===== src/rtl/uart_rx_engine.sv =====
// UART receive engine: synchronised rx, mid-bit sampling, parity/framing/overrun.
// Line config is latched when a start edge is accepted.
module uart_rx_engine #(
  parameter int SYNC_STAGES = 2
) (
  input  logic        clk,
  input  logic        reset,
  input  logic        rx,
  input  logic [19:0] k,
  input  logic        eight,
  input  logic        pen,
  input  logic        ohel,
  input  logic        rd_clr,
  output logic [7:0]  rx_data,
  output logic        rxrdy,
  output logic        perr,
  output logic        ferr,
  output logic        ovf
);

  localparam int NS = (SYNC_STAGES < 2) ? 2 : SYNC_STAGES;

  typedef enum logic [2:0] {
    IDLE,
    START,
    DATA,
    STOP,
    DONE
  } state_t;

  state_t      state;
  state_t      state_d;
  logic [NS-1:0] sync_q;
  logic        rx_sync;
  logic        seen_hi;
  logic [19:0] cnt;
  logic [19:0] k_q;
  logic        eight_q;
  logic        pen_q;
  logic        ohel_q;
  logic [3:0]  bidx;
  logic [8:0]  sh;
  logic [19:0] target;
  logic        tick;
  logic        clr;
  logic [3:0]  nbits;
  logic [8:0]  val;
  logic [7:0]  data;
  logic        done_evt;

  assign rx_sync = sync_q[NS-1];
  assign nbits   = 4'd7 + {3'b0, eight_q} + {3'b0, pen_q};
  assign target  = (state == START) ? (k_q >> 1) : k_q;
  assign tick    = (cnt + 20'd1) == target;
  assign clr     = (state_d != state) || tick || (state == IDLE);
  // Shifted in at the MSB, so the frame lands in the top nbits.
  assign val     = sh >> (4'd9 - nbits);
  assign data    = eight_q ? val[7:0] : {1'b0, val[6:0]};
  assign done_evt = (state == STOP) && tick;

  always_ff @(posedge clk or negedge reset) begin
    if (!reset) begin
      sync_q <= '1;
    end else begin
      sync_q <= {sync_q[NS-2:0], rx};
    end
  end

  always_ff @(posedge clk or negedge reset) begin
    if (!reset) begin
      state <= IDLE;
    end else begin
      state <= state_d;
    end
  end

  always_comb begin
    state_d = state;
    unique case (state)
      IDLE: begin
        if (!rx_sync && seen_hi) state_d = START;
      end
      START: begin
        if (tick) state_d = rx_sync ? IDLE : DATA;
      end
      DATA: begin
        if (tick && (bidx + 4'd1 == nbits)) state_d = STOP;
      end
      STOP: begin
        if (tick) state_d = DONE;
      end
      DONE: begin
        state_d = IDLE;
      end
      default: begin
        state_d = IDLE;
      end
    endcase
  end

  always_ff @(posedge clk or negedge reset) begin
    if (!reset) begin
      seen_hi <= 1'b1;
      cnt     <= '0;
      bidx    <= '0;
      sh      <= '0;
      k_q     <= 20'd4;
      eight_q <= 1'b0;
      pen_q   <= 1'b0;
      ohel_q  <= 1'b0;
    end else begin
      // A low stop bit must not re-arm IDLE until the line goes high.
      seen_hi <= rx_sync || ((state == IDLE) && seen_hi);
      cnt     <= clr ? 20'd0 : cnt + 20'd1;
      if ((state == IDLE) && (state_d == START)) begin
        k_q     <= (k < 20'd4) ? 20'd4 : k;
        eight_q <= eight;
        pen_q   <= pen;
        ohel_q  <= ohel;
      end
      if ((state == START) && tick) bidx <= '0;
      if ((state == DATA) && tick) begin
        sh   <= {rx_sync, sh[8:1]};
        bidx <= bidx + 4'd1;
      end
    end
  end

  always_ff @(posedge clk or negedge reset) begin
    if (!reset) begin
      rx_data <= '0;
      rxrdy   <= 1'b0;
      perr    <= 1'b0;
      ferr    <= 1'b0;
      ovf     <= 1'b0;
    end else if (done_evt) begin
      rx_data <= data;
      perr    <= pen_q && ((^val) != ohel_q);
      ferr    <= ~rx_sync;
      ovf     <= rxrdy && !rd_clr;
      rxrdy   <= 1'b1;
    end else if (rd_clr) begin
      rxrdy <= 1'b0;
      ovf   <= 1'b0;
    end
  end

endmodule


===== config.mk =====
export PLATFORM = sky130hd
export DESIGN_NAME = uart_rx_engine
export DESIGN_NICKNAME = d
export VERILOG_FILES = /design/src/rtl/uart_rx_engine.sv
export SDC_FILE = /design/constraint.sdc
export NUM_CORES = 1
export LEC_CHECK = 0
export BUFFER_PORTS_ARGS = -buffer_cell sky130_fd_sc_hd__buf_2
export CAP_MARGIN = 20
export CORE_ASPECT_RATIO = 1.2
export CORE_UTILIZATION = 52
export CTS_BUF_LIST = sky130_fd_sc_hd__clkbuf_16
export CTS_CLUSTER_DIAMETER = 30
export CTS_CLUSTER_SIZE = 14
export DETAILED_ROUTE_END_ITERATION = 8
export HOLD_SLACK_MARGIN = 0.06
export PLACE_DENSITY = 0.71
export SETUP_SLACK_MARGIN = 0.1
export SLEW_MARGIN = 20
export SYNTH_ARGS = -nofsm -noshare
export SYNTH_HDL_FRONTEND = slang
export SYNTH_SLANG_ARGS = --single-unit

===== constraint.sdc =====
create_clock -name clk -period 3.7 [get_ports clk]
set_input_delay 0.37 -clock clk [delete_from_list [all_inputs] [get_ports clk]]
set_output_delay 0.37 -clock clk [all_outputs]
set_load 0.05 [all_outputs]

==> qor.yml, run 1 <==
clock_power_share_pct: 25.1
p_leak_nw: 2.30
internal_power_w: 0.00194
critPathMaxFanout: 13
slew-limit-headroom_pct: 38.0
syn_area_um2: 4500
tightest_slew_ns: 0.930
grt_max_degree: 75
switching_share_pct: 34.7
min-delay-start: "rx"
wl_um: 9790
h-tree-depth: 3
postSynthCellCount: 429
antennaDiodeCount: 0
routedWlPerCell_um: 16.9
combPwrFrac_pct: 35.7
root_buffer: "clkbuf_16"
cp.required_ns: 3.91
post_cts_resized: 0
antenna_found_initial: 0
rows: 36
fmaxAchievable_mhz: 293
syn2layout_area_growth_pct: 12.0
synth_top_area_share_pct: 38.9
synth.area.top_cells: "dfrtp_1 39%, mux2_2 8.8%, xnor2_1 4.7%"
power_density_nw_per_um2: 590
ios: 39
final_layout_size_suffix_gt1_share_pct: 24.8
die_h_um: 104
yosys.area.top_type: "dfrtp_1"
post_drt_via_cell_ratio: 5.71
min_period_over_period_pct: 92.3
grt.overflow.total: 0
final_area_um2: 5040
crit_start: "cnt[3]$_DFF_PN0_"
placed_area_um2: 4790
seqPwrFrac_pct: 39.2
setup_viol: 0
cts_tree: "yes"
dieArea_um2: 9030
hold_viol: 0
place_ws_ns: 0.330
dr.pass1.iters: 4
ys_types: 64
fin_setup_tns_ns: 0
status: "finished, final reports clean"
ctsHoldBuffers: 0
min_period_ns: 3.42
synth_ff_type: "dfrtp_1"
grt_pass1_vias: 3320
avgSynthCellArea_um2: 10.5
ys_ff_latch: 74
cts_buffers: 9
synth_nets: 459
die_w_um: 86.9
slew_violations: 0
gp_congestion: 0.989
finalNonFillerCells: 578
crit_arrival_ns: 3.63
cp-end-kind: "flop"
post-route-worst-setup-slack_ns: 0.283
rsz0062_at_grt: "false"
skew_ns: 0.0110
placed_cells: 562
hold_class: "input pin to flop"
p_total_w: 0.00297
portBuffers: 38
post_cts_buffers: 0
drtAntennaViolNets: 0
crit_path_start_kind: "flop"
path_clk_slew_ns: 0.06
crit_type: "flop to flop"
drt_drc_violations_left: 0
async_reset_ff_share_pct: 100
insertion_delay_ns: 0.34
clock_sinks: 74
start_util_pct: 54.6
synth-seq-area-share_pct: 41.3
grt_usage_pct: 23.8
cts_buffer_depth: 2
num_vias: 3302
final_nets: 489
dp_hpwl_um: 7180
ir_drop_uv: 651
synth-edff-count: 0
r2r-start: "cnt[3]$_DFF_PN0_"
ys_warn_count: 0
drv_cap: 0
p_switching_w: 0.00103
drtIter0Drc: 154
grt_first_pass_wirelength_um: 16500
core_area_um2: 8240
-- placed cells by master (no fill, tap or decap), types with 14 or more instances in the layout --
cell type / instances
nand3_1: 14
o21ai_0: 15
dfrtp_1: 70
and2_1: 14
mux2_2: 35
mux2i_1: 19
xor2_1: 23
xnor2_1: 24
inv_1: 15
nand2_1: 17
nor2_1: 23
buf_2: 37
-- Yosys cell counts (7+ instances only) --
cell	n
nor4_1	10
xor2_1	23
nand2_1	17
o21ai_0	15
nor2b_1	14
buf_2	9
nand4_1	11
mux2_2	35
mux2i_1	19
inv_1	9
nand3_1	14
dfrtp_1	70
nand2b_1	9
xnor2_1	24
clkbuf_1	17
a21oi_1	7
and2_1	14
nor2_1	23
-- power by group through the flow --
stage               combinational, W  sequential (W)  clock, W
floorplan                   0.000889         0.00109         0
global placement             0.00105         0.00117         0
CTS                          0.00106         0.00117  0.000763
global route                 0.00116         0.00119  0.000795
detailed placement           0.00106         0.00118         0
finish                       0.00106         0.00116  0.000746
-- sequential cells by signal (all words and copies together) (netlist names), 2 cells and up --
name / cells
k_q: 20
sh: 9
state: 3
sync_q: 2
cnt: 20
rx_data: 8
bidx: 4
-- through the flow --
step	hold slack [ns]	util, %
after floorplan	0.0744	-
after global placement	0.346	58.1
after detailed placement	0.351	58.1
after CTS	0.135	61.1
after global routing	0.137	61.1
final	0.140	61.1
-- cell type report --
cell class	count	area, um2
fillers	685	3200
flip-flops and latches	74	1860
clock inverters	7	27.5
repair buffers	48	268
inverters	9	33.8
clock buffers	9	225
multi-input cells	317	2480
well taps	114	143
-- cells by family after synthesis --
group | Yosys count | share of synthesized area (%)
adder cells (fa/ha/maj) | 3 | 0.835
flip-flops | 74 | 41.3
multiplexers | 59 | 14.7
buffers and inverters | 38 | 3.67
AO/OA/AOI/OAI | 52 | 8.15
XOR/XNOR | 51 | 11.2
AND/OR/NAND/NOR | 152 | 20.3
-- worst max-delay path, stage by stage, from the launching register on --
cell and delay (ns):
dfrtp_1 0.52, nand4_1 0.18, or4_1 0.71, xnor2_1 0.23
mux2_2 0.30, a221oi_2 0.24, and4_1 0.40, nand4_4 0.32
mux2_4 0.39
-- worst paths after layout --
check | end | slack, ns | depth (start not counted)
worst min register to register | sync_q[1]$_DFF_PN1_ | 0.36 | 0
max in group asynchronous | perr$_DFFE_PN0P_ | 2.92 | 1
worst max register to register | rx_data[2]$_DFFE_PN0P_ | 0.28 | 8
worst max-delay path | rx_data[2]$_DFFE_PN0P_ | 0.28 | 8
worst min-delay path | sync_q[0]$_DFF_PN1_ | 0.14 | 1
min in group asynchronous | k_q[4]$_DFFE_PN0P_ | 0.16 | 1
-- metal layers --
layer | GRT usage, % | vias to the layer above | part of all wire [%]
li1 | - | 1585 | -
met1 | 31.0 | 1629 | 43
met2 | 39.6 | 73 | 51
met3 | 3.65 | 15 | 3.5
met4 | 8.57 | 0 | 1.8
met5 | 0 | - | 0
Power figures use the tool's default switching activity.
==> run 2: changes to the inputs <==
--- a/config.mk
+++ b/config.mk
@@ -5,16 +5,19 @@
 export SDC_FILE = /design/constraint.sdc
 export NUM_CORES = 1
 export LEC_CHECK = 0
+export ABC_CLOCK_PERIOD_IN_PS = 3700
 export BUFFER_PORTS_ARGS = -buffer_cell sky130_fd_sc_hd__buf_2
 export CAP_MARGIN = 20
+export CELL_PAD_IN_SITES_DETAIL_PLACEMENT = 2
+export CELL_PAD_IN_SITES_GLOBAL_PLACEMENT = 2
 export CORE_ASPECT_RATIO = 1.2
-export CORE_UTILIZATION = 52
+export CORE_UTILIZATION = 39
 export CTS_BUF_LIST = sky130_fd_sc_hd__clkbuf_16
 export CTS_CLUSTER_DIAMETER = 30
 export CTS_CLUSTER_SIZE = 14
 export DETAILED_ROUTE_END_ITERATION = 8
 export HOLD_SLACK_MARGIN = 0.06
-export PLACE_DENSITY = 0.71
+export PLACE_DENSITY_LB_ADDON = 0.1
 export SETUP_SLACK_MARGIN = 0.1
 export SLEW_MARGIN = 20
 export SYNTH_ARGS = -nofsm -noshare
==> run 2 against run 1 <==
Hold slack got worse by 0.0099 ns. Sequential power about the same. First-iteration DRC count decreased by 20%. Sequential cell count unchanged. Die area increased by 33%. Register-to-register slack improved by 0.06 ns. Critical path type unchanged. Largest cell class unchanged. Largest power group is now combinational logic.
==> qor.yml, run 2 (synthesis results as in run 1) <==
gp_congestion: 0.811  # -18%
place_ws_ns: 0.207  # -0.123 ns
crit_path_start_kind: "flop"
n_fill_cell: 1195  # +74%
final_layout_size_suffix_gt1_share_pct: 26.4  # +1.6 points
num_vias: 3399  # +2.9%
status: "finished, final reports clean"
fin_setup_tns_ns: 0  # unchanged
grt_first_pass_wirelength_um: 21400  # +30%
portBuffers: 38  # unchanged
grt_max_degree: 75  # unchanged
core_area_um2: 11100  # +35%
root_buffer: "clkbuf_16"
internal_power_w: 0.00204  # +4.9%
reg_top3: "cnt (20), k_q (20), sh (9)"
p_switching_w: 0.00116  # +12%
start_util_pct: 40.4  # -14 points
drt_drc_violations_left: 0  # unchanged
setup_viol: 0  # unchanged
combPwrFrac_pct: 37.0  # +1.3 points
grt_pass1_vias: 3896  # +17%
ios: 39  # unchanged
dp_hpwl_um: 9630  # +34%
seqPwrFrac_pct: 36.6  # -2.6 points
min_period_over_period_pct: 90.8  # -1.5 points
antenna_found_initial: 0  # unchanged
cp-end-kind: "flop"
clock_sinks: 74  # unchanged
fmaxAchievable_mhz: 298  # +1.7%
cts_buffer_depth: 2  # unchanged
tightest_slew_ns: 0.977  # +0.0472 ns
h-tree-depth: 3  # unchanged
antennaDiodeCount: 0  # unchanged
dr.pass1.iters: 4  # unchanged
critPathMaxFanout: 11  # -2
insertion_delay_ns: 0.34  # about the same
skew_ns: 0.00519  # -0.00577 ns
die_w_um: 100  # +15%
dieArea_um2: 12000  # +33%
routedWlPerCell_um: 21.0  # +24%
wl_um: 13100  # +34%
slew-limit-headroom_pct: 34.8  # -3.1 points
post-route-worst-setup-slack_ns: 0.340  # +0.0572 ns
grt.overflow.total: 0  # unchanged
grt_usage_pct: 24.0  # +0.27 points
hold_viol: 0  # unchanged
die_h_um: 120  # +15%
power_density_nw_per_um2: 616  # +4.5%
hold_class: "input pin to flop"
final_nets: 495  # +1.2%
clock_power_share_pct: 26.4  # +1.3 points
ir_drop_uv: 260  # -60%
switching_share_pct: 36.2  # +1.5 points
syn2layout_area_growth_pct: 15.2
layout_commonest_cell: "dfrtp_1"
drtIter0Drc: 123  # -20%
drv_cap: 0  # unchanged
p_leak_nw: 2.34  # +1.8%
min_period_ns: 3.36  # -0.0572 ns
post_drt_via_cell_ratio: 5.45  # -4.7%
cts_buffers: 9  # unchanged
crit_type: "flop to flop"
slew_violations: 0  # unchanged
drtAntennaViolNets: 0  # unchanged
path_clk_slew_ns: 0.06  # about the same
cp.required_ns: 3.92  # about the same
rsz0062_at_grt: "false"
rows: 42  # +17%
final_cell_mix: "70 x dfrtp_1, 37 x buf_2, 35 x mux2_2, 24 x xnor2_1"
crit_arrival_ns: 3.58  # -0.05 ns
cts_tree: "yes"
hold_ws_ns: 0.130  # -0.00993 ns
-- run 2: changes by cell type in the layout (fill, tap and decap cells not counted), sizes merged --
cell	change
bufinv	+1
inv	-3
clkinv	+2
buf	+6
-- run 2: worst paths after layout --
kind	startpoint	endpoint	slack, ns	cells past startpoint
setup / recovery	cnt[5]$_DFF_PN0_	state[1]$_DFF_PN0_	0.34	9
min in group asynchronous	reset	k_q[8]$_DFFE_PN0P_	0.16	1
hold / removal	rx	sync_q[0]$_DFF_PN1_	0.13	1
max in group asynchronous	reset	cnt[14]$_DFF_PN0_	2.87	1
setup reg to reg	cnt[5]$_DFF_PN0_	state[1]$_DFF_PN0_	0.34	9
hold reg to reg	sync_q[0]$_DFF_PN1_	sync_q[1]$_DFF_PN1_	0.35	0
-- run 2: stage by stage --
step           instance area [um2]  utilization, %  total power [W]  std cells
3_3_place_gp                  4870            43.7          0.00229        607
3_5_place_dp                  4870            43.7          0.00235        607
5_1_grt                       5180            46.5          0.00338        624
4_1_cts                       5150            46.3          0.00322        623
6_report                      5180            46.5          0.00319        624
2_1_floorplan                 4500               -          0.00198        429
-- run 2: per-layer routing --
layer  vias up  global-route usage, %  part of all wire [%]
li1       1603                      -                     -
met1      1740                   29.2                    43
met2        41                   43.0                    54
met3        15                   2.91                   1.8
met4         0                   9.15                   1.8
met5         -                      0                     0
-- run 2: cell type report --
cell class / instances / area, um2 / share of cell area (%)
multi-input combinational: 317 / 2490 / 48.1
sequential: 74 / 1860 / 35.8
timing repair buffer: 54 / 325 / 6.28
clock buffer: 9 / 225 / 4.35
tap: 154 / 193 / 3.72
clock inverter: 7 / 55.1 / 1.06
inverter: 9 / 33.8 / 0.652
-- run 2: worst max-delay path: stages (launching register included) --
cell and delay (ns):
dfrtp_1 0.51, nand4_1 0.20, or4_1 0.73, xnor2_1 0.24
mux2_2 0.30, a221oi_2 0.25, and4_2 0.37, buf_4 0.23
nand4_1 0.13, mux2_2 0.29
-- run 2: what timing repair did --
item,4_1_cts,5_1_grt
buffers inserted,0,1
hold buffers,0,0
setup endpoints to repair,0,9
gates resized for setup,0,2
-- run 2: power groups by stage --
stage	clock, W	sequential [W]	combinational, W
after floorplan	0	0.00109	0.000889
after global placement	0	0.00117	0.00112
after detailed placement	0	0.00118	0.00118
after CTS	0.000861	0.00117	0.00120
after global routing	0.000892	0.00119	0.00130
final	0.000844	0.00117	0.00118
==> run 3: changes to the inputs <==
--- a/config.mk
+++ b/config.mk
@@ -8,7 +8,7 @@
 export ABC_CLOCK_PERIOD_IN_PS = 3700
 export BUFFER_PORTS_ARGS = -buffer_cell sky130_fd_sc_hd__buf_2
 export CAP_MARGIN = 20
-export CELL_PAD_IN_SITES_DETAIL_PLACEMENT = 2
+export CELL_PAD_IN_SITES_DETAIL_PLACEMENT = 0
 export CELL_PAD_IN_SITES_GLOBAL_PLACEMENT = 2
 export CORE_ASPECT_RATIO = 1.2
 export CORE_UTILIZATION = 39
@@ -16,6 +16,7 @@
 export CTS_CLUSTER_DIAMETER = 30
 export CTS_CLUSTER_SIZE = 14
 export DETAILED_ROUTE_END_ITERATION = 8
+export GPL_TIMING_DRIVEN = 0
 export HOLD_SLACK_MARGIN = 0.06
 export PLACE_DENSITY_LB_ADDON = 0.1
 export SETUP_SLACK_MARGIN = 0.1
==> run 3 against run 2 <==
Combinational power about the same. Setup slack got worse by 0.10 ns. First-iteration DRC count is 28% higher. Clock power grew 12%. Via count down 0.15%. Core utilization is 0.98 points higher. Die area unchanged. Global-route usage shrank 3.9 points.
==> qor.yml, run 3 (synthesis results as in run 1) <==
start_util_pct: 40.4  # unchanged
finish.utilization_pct: 47.5  # +0.98 points
final_cell_mix: "70 x dfrtp_1, 46 x buf_2, 35 x mux2_2, 24 x xnor2_1"
path_clk_slew_ns: 0.06  # about the same
rsz0062_at_grt: "true"
multi_input_area_um2: 2490  # unchanged
final_nets: 514  # +3.8%
die_h_um: 120  # unchanged
p_leak_nw: 2.37  # +1.3%
place_ws_ns: -0.00996  # -0.217 ns
skew_ns: 0.00498  # -0.000204 ns
grt_usage_pct: 20.1  # -3.9 points
routedWlPerCell_um: 17.4  # -17%
rows: 42  # unchanged
p_total_w: 0.00322  # +0.88%
tightest_slew_ns: 0.584  # -0.393 ns
dp_hpwl_um: 8500  # -12%
wl_um: 11200  # -14%
hold_class: "input pin to flop"
final_layout_size_suffix_gt1_share_pct: 26.2  # -0.21 points
cp.required_ns: 3.92  # about the same
hold_ws_ns: 0.127  # -0.00368 ns
r2r-start: "state[1]$_DFF_PN0_"
grt_pass1_vias: 3421  # -12%
h-tree-depth: 3  # unchanged
syn2layout_area_growth_pct: 17.6
dr.pass1.iters: 4  # unchanged
crit_path_start_kind: "flop"
min_period_ns: 3.46  # +0.103 ns
root_buffer: "clkbuf_16"
crit_start: "state[1]$_DFF_PN0_"
cp-end-kind: "flop"
reg_top3: "cnt (20), k_q (20), sh (9)"
antenna_found_initial: 2  # +2
slew_violations: 0  # unchanged
clock_sinks: 74  # unchanged
ios: 39  # unchanged
crit_type: "flop to flop"
grt_max_degree: 54  # -28%
crit_arrival_ns: 3.68  # +0.10 ns
drtAntennaViolNets: 0  # unchanged
min-delay-start: "rx"
drv_cap: 0  # unchanged
finalNonFillerCells: 643  # +3.0%
die_w_um: 100  # unchanged
cts_buffers: 9  # unchanged
hold_viol: 0  # unchanged
insertion_delay_ns: 0.34  # about the same
power_density_nw_per_um2: 609  # -1.2%
grt_first_pass_wirelength_um: 18000  # -16%
area.sequential_um2: 1860  # unchanged
slew-limit-headroom_pct: 61.0  # +26 points
drt_drc_violations_left: 0  # unchanged
portBuffers: 38  # unchanged
post-route-worst-setup-slack_ns: 0.237  # -0.103 ns
dieArea_um2: 12000  # unchanged
placed_cells: 622  # +2.5%
num_vias: 3394  # -0.15%
n_fill_cell: 1112  # -6.9%
post_drt_via_cell_ratio: 5.28  # -3.1%
ir_drop_uv: 221  # -15%
gp_congestion: 0.796  # -1.8%
fmaxAchievable_mhz: 289  # -3.0%
layout_commonest_cell: "dfrtp_1"
grt.overflow.total: 0  # unchanged
min_period_over_period_pct: 93.6  # +2.8 points
cts_tree: "yes"
status: "finished, final reports clean"
core_area_um2: 11100  # unchanged
drtIter0Drc: 157  # +28%
antennaDiodeCount: 0  # unchanged
setup_viol: 0  # unchanged
cts_buffer_depth: 2  # unchanged
critPathMaxFanout: 10  # -1
==> run 3: cell count changes in the layout (fill, tap and decap cells not counted), moves of 2 or more <==
cell,change
inv_1,-3
clkbuf_2,+3
buf_4,-10
clkbuf_1,+14
buf_2,+9
clkinvlp_4,+2
==> run 3: per-stage QoR <==
step / TNS [ns] / instance area [um2]
floorplan: 0 / 4500
global placement: -0.797 / 4880
detailed placement: -0.0236 / 4910
CTS: 0 / 5250
global route: 0 / 5290
finish: 0 / 5290
==> run 3: worst max-delay path: stages, from the launching register on <==
cell	delay [ns]
dfrtp_1	0.37
clkbuf_1	0.25
nor3b_4	0.38
buf_2	0.30
buf_2	0.31
mux2i_1	0.25
xnor2_1	0.16
nand4_1	0.24
nor2_2	0.37
nand4_4	0.20
buf_6	0.21
mux2_4	0.30
==> run 3: power by group <==
group          switching, W  leakage, nW  internal (W)
Sequential         0.000154        0.967      0.000972
Clock              0.000354        0.151      0.000589
Combinational      0.000600         1.25      0.000550
==> run 3: what timing repair did <==
action                                  in CTS  in global routing
hold buffers                                 1                  0
gates resized for setup                      1                  7
hold endpoints to repair                    21                  0
endpoints found under the setup margin      26                 29
pin swaps                                    0                  1
setup buffers                                0                  4
==> run 3: area by class of cell <==
cell class	instances	area share, %
clock buffers	9	4.26
inverters	9	0.639
multi-input cells	317	47.1
clock inverters	7	1.77
well taps	154	3.64
plain buffers	29	2.56
flip-flops and latches	74	35.1
repair buffers	44	4.92
==> run 3: metal layers <==
metal	GRT usage (%)	up-vias	share of wire, %
li1	-	1649	-
met1	24.0	1667	44
met2	35.0	57	50
met3	3.84	21	3.3
met4	8.79	0	2.7
met5	0	-	0
==> run 3: path summary, 6_finish.rpt <==
path | to | slack [ns] | depth (start not counted)
worst max-delay path | rx_data[6]$_DFFE_PN0P_ | 0.24 | 11
min in group asynchronous | cnt[3]$_DFF_PN0_ | 0.48 | 2
worst max register to register | rx_data[6]$_DFFE_PN0P_ | 0.24 | 11
worst min-delay path | sync_q[0]$_DFF_PN1_ | 0.13 | 1
worst min register to register | sync_q[1]$_DFF_PN1_ | 0.35 | 0
max in group asynchronous | sync_q[0]$_DFF_PN1_ | 2.60 | 3
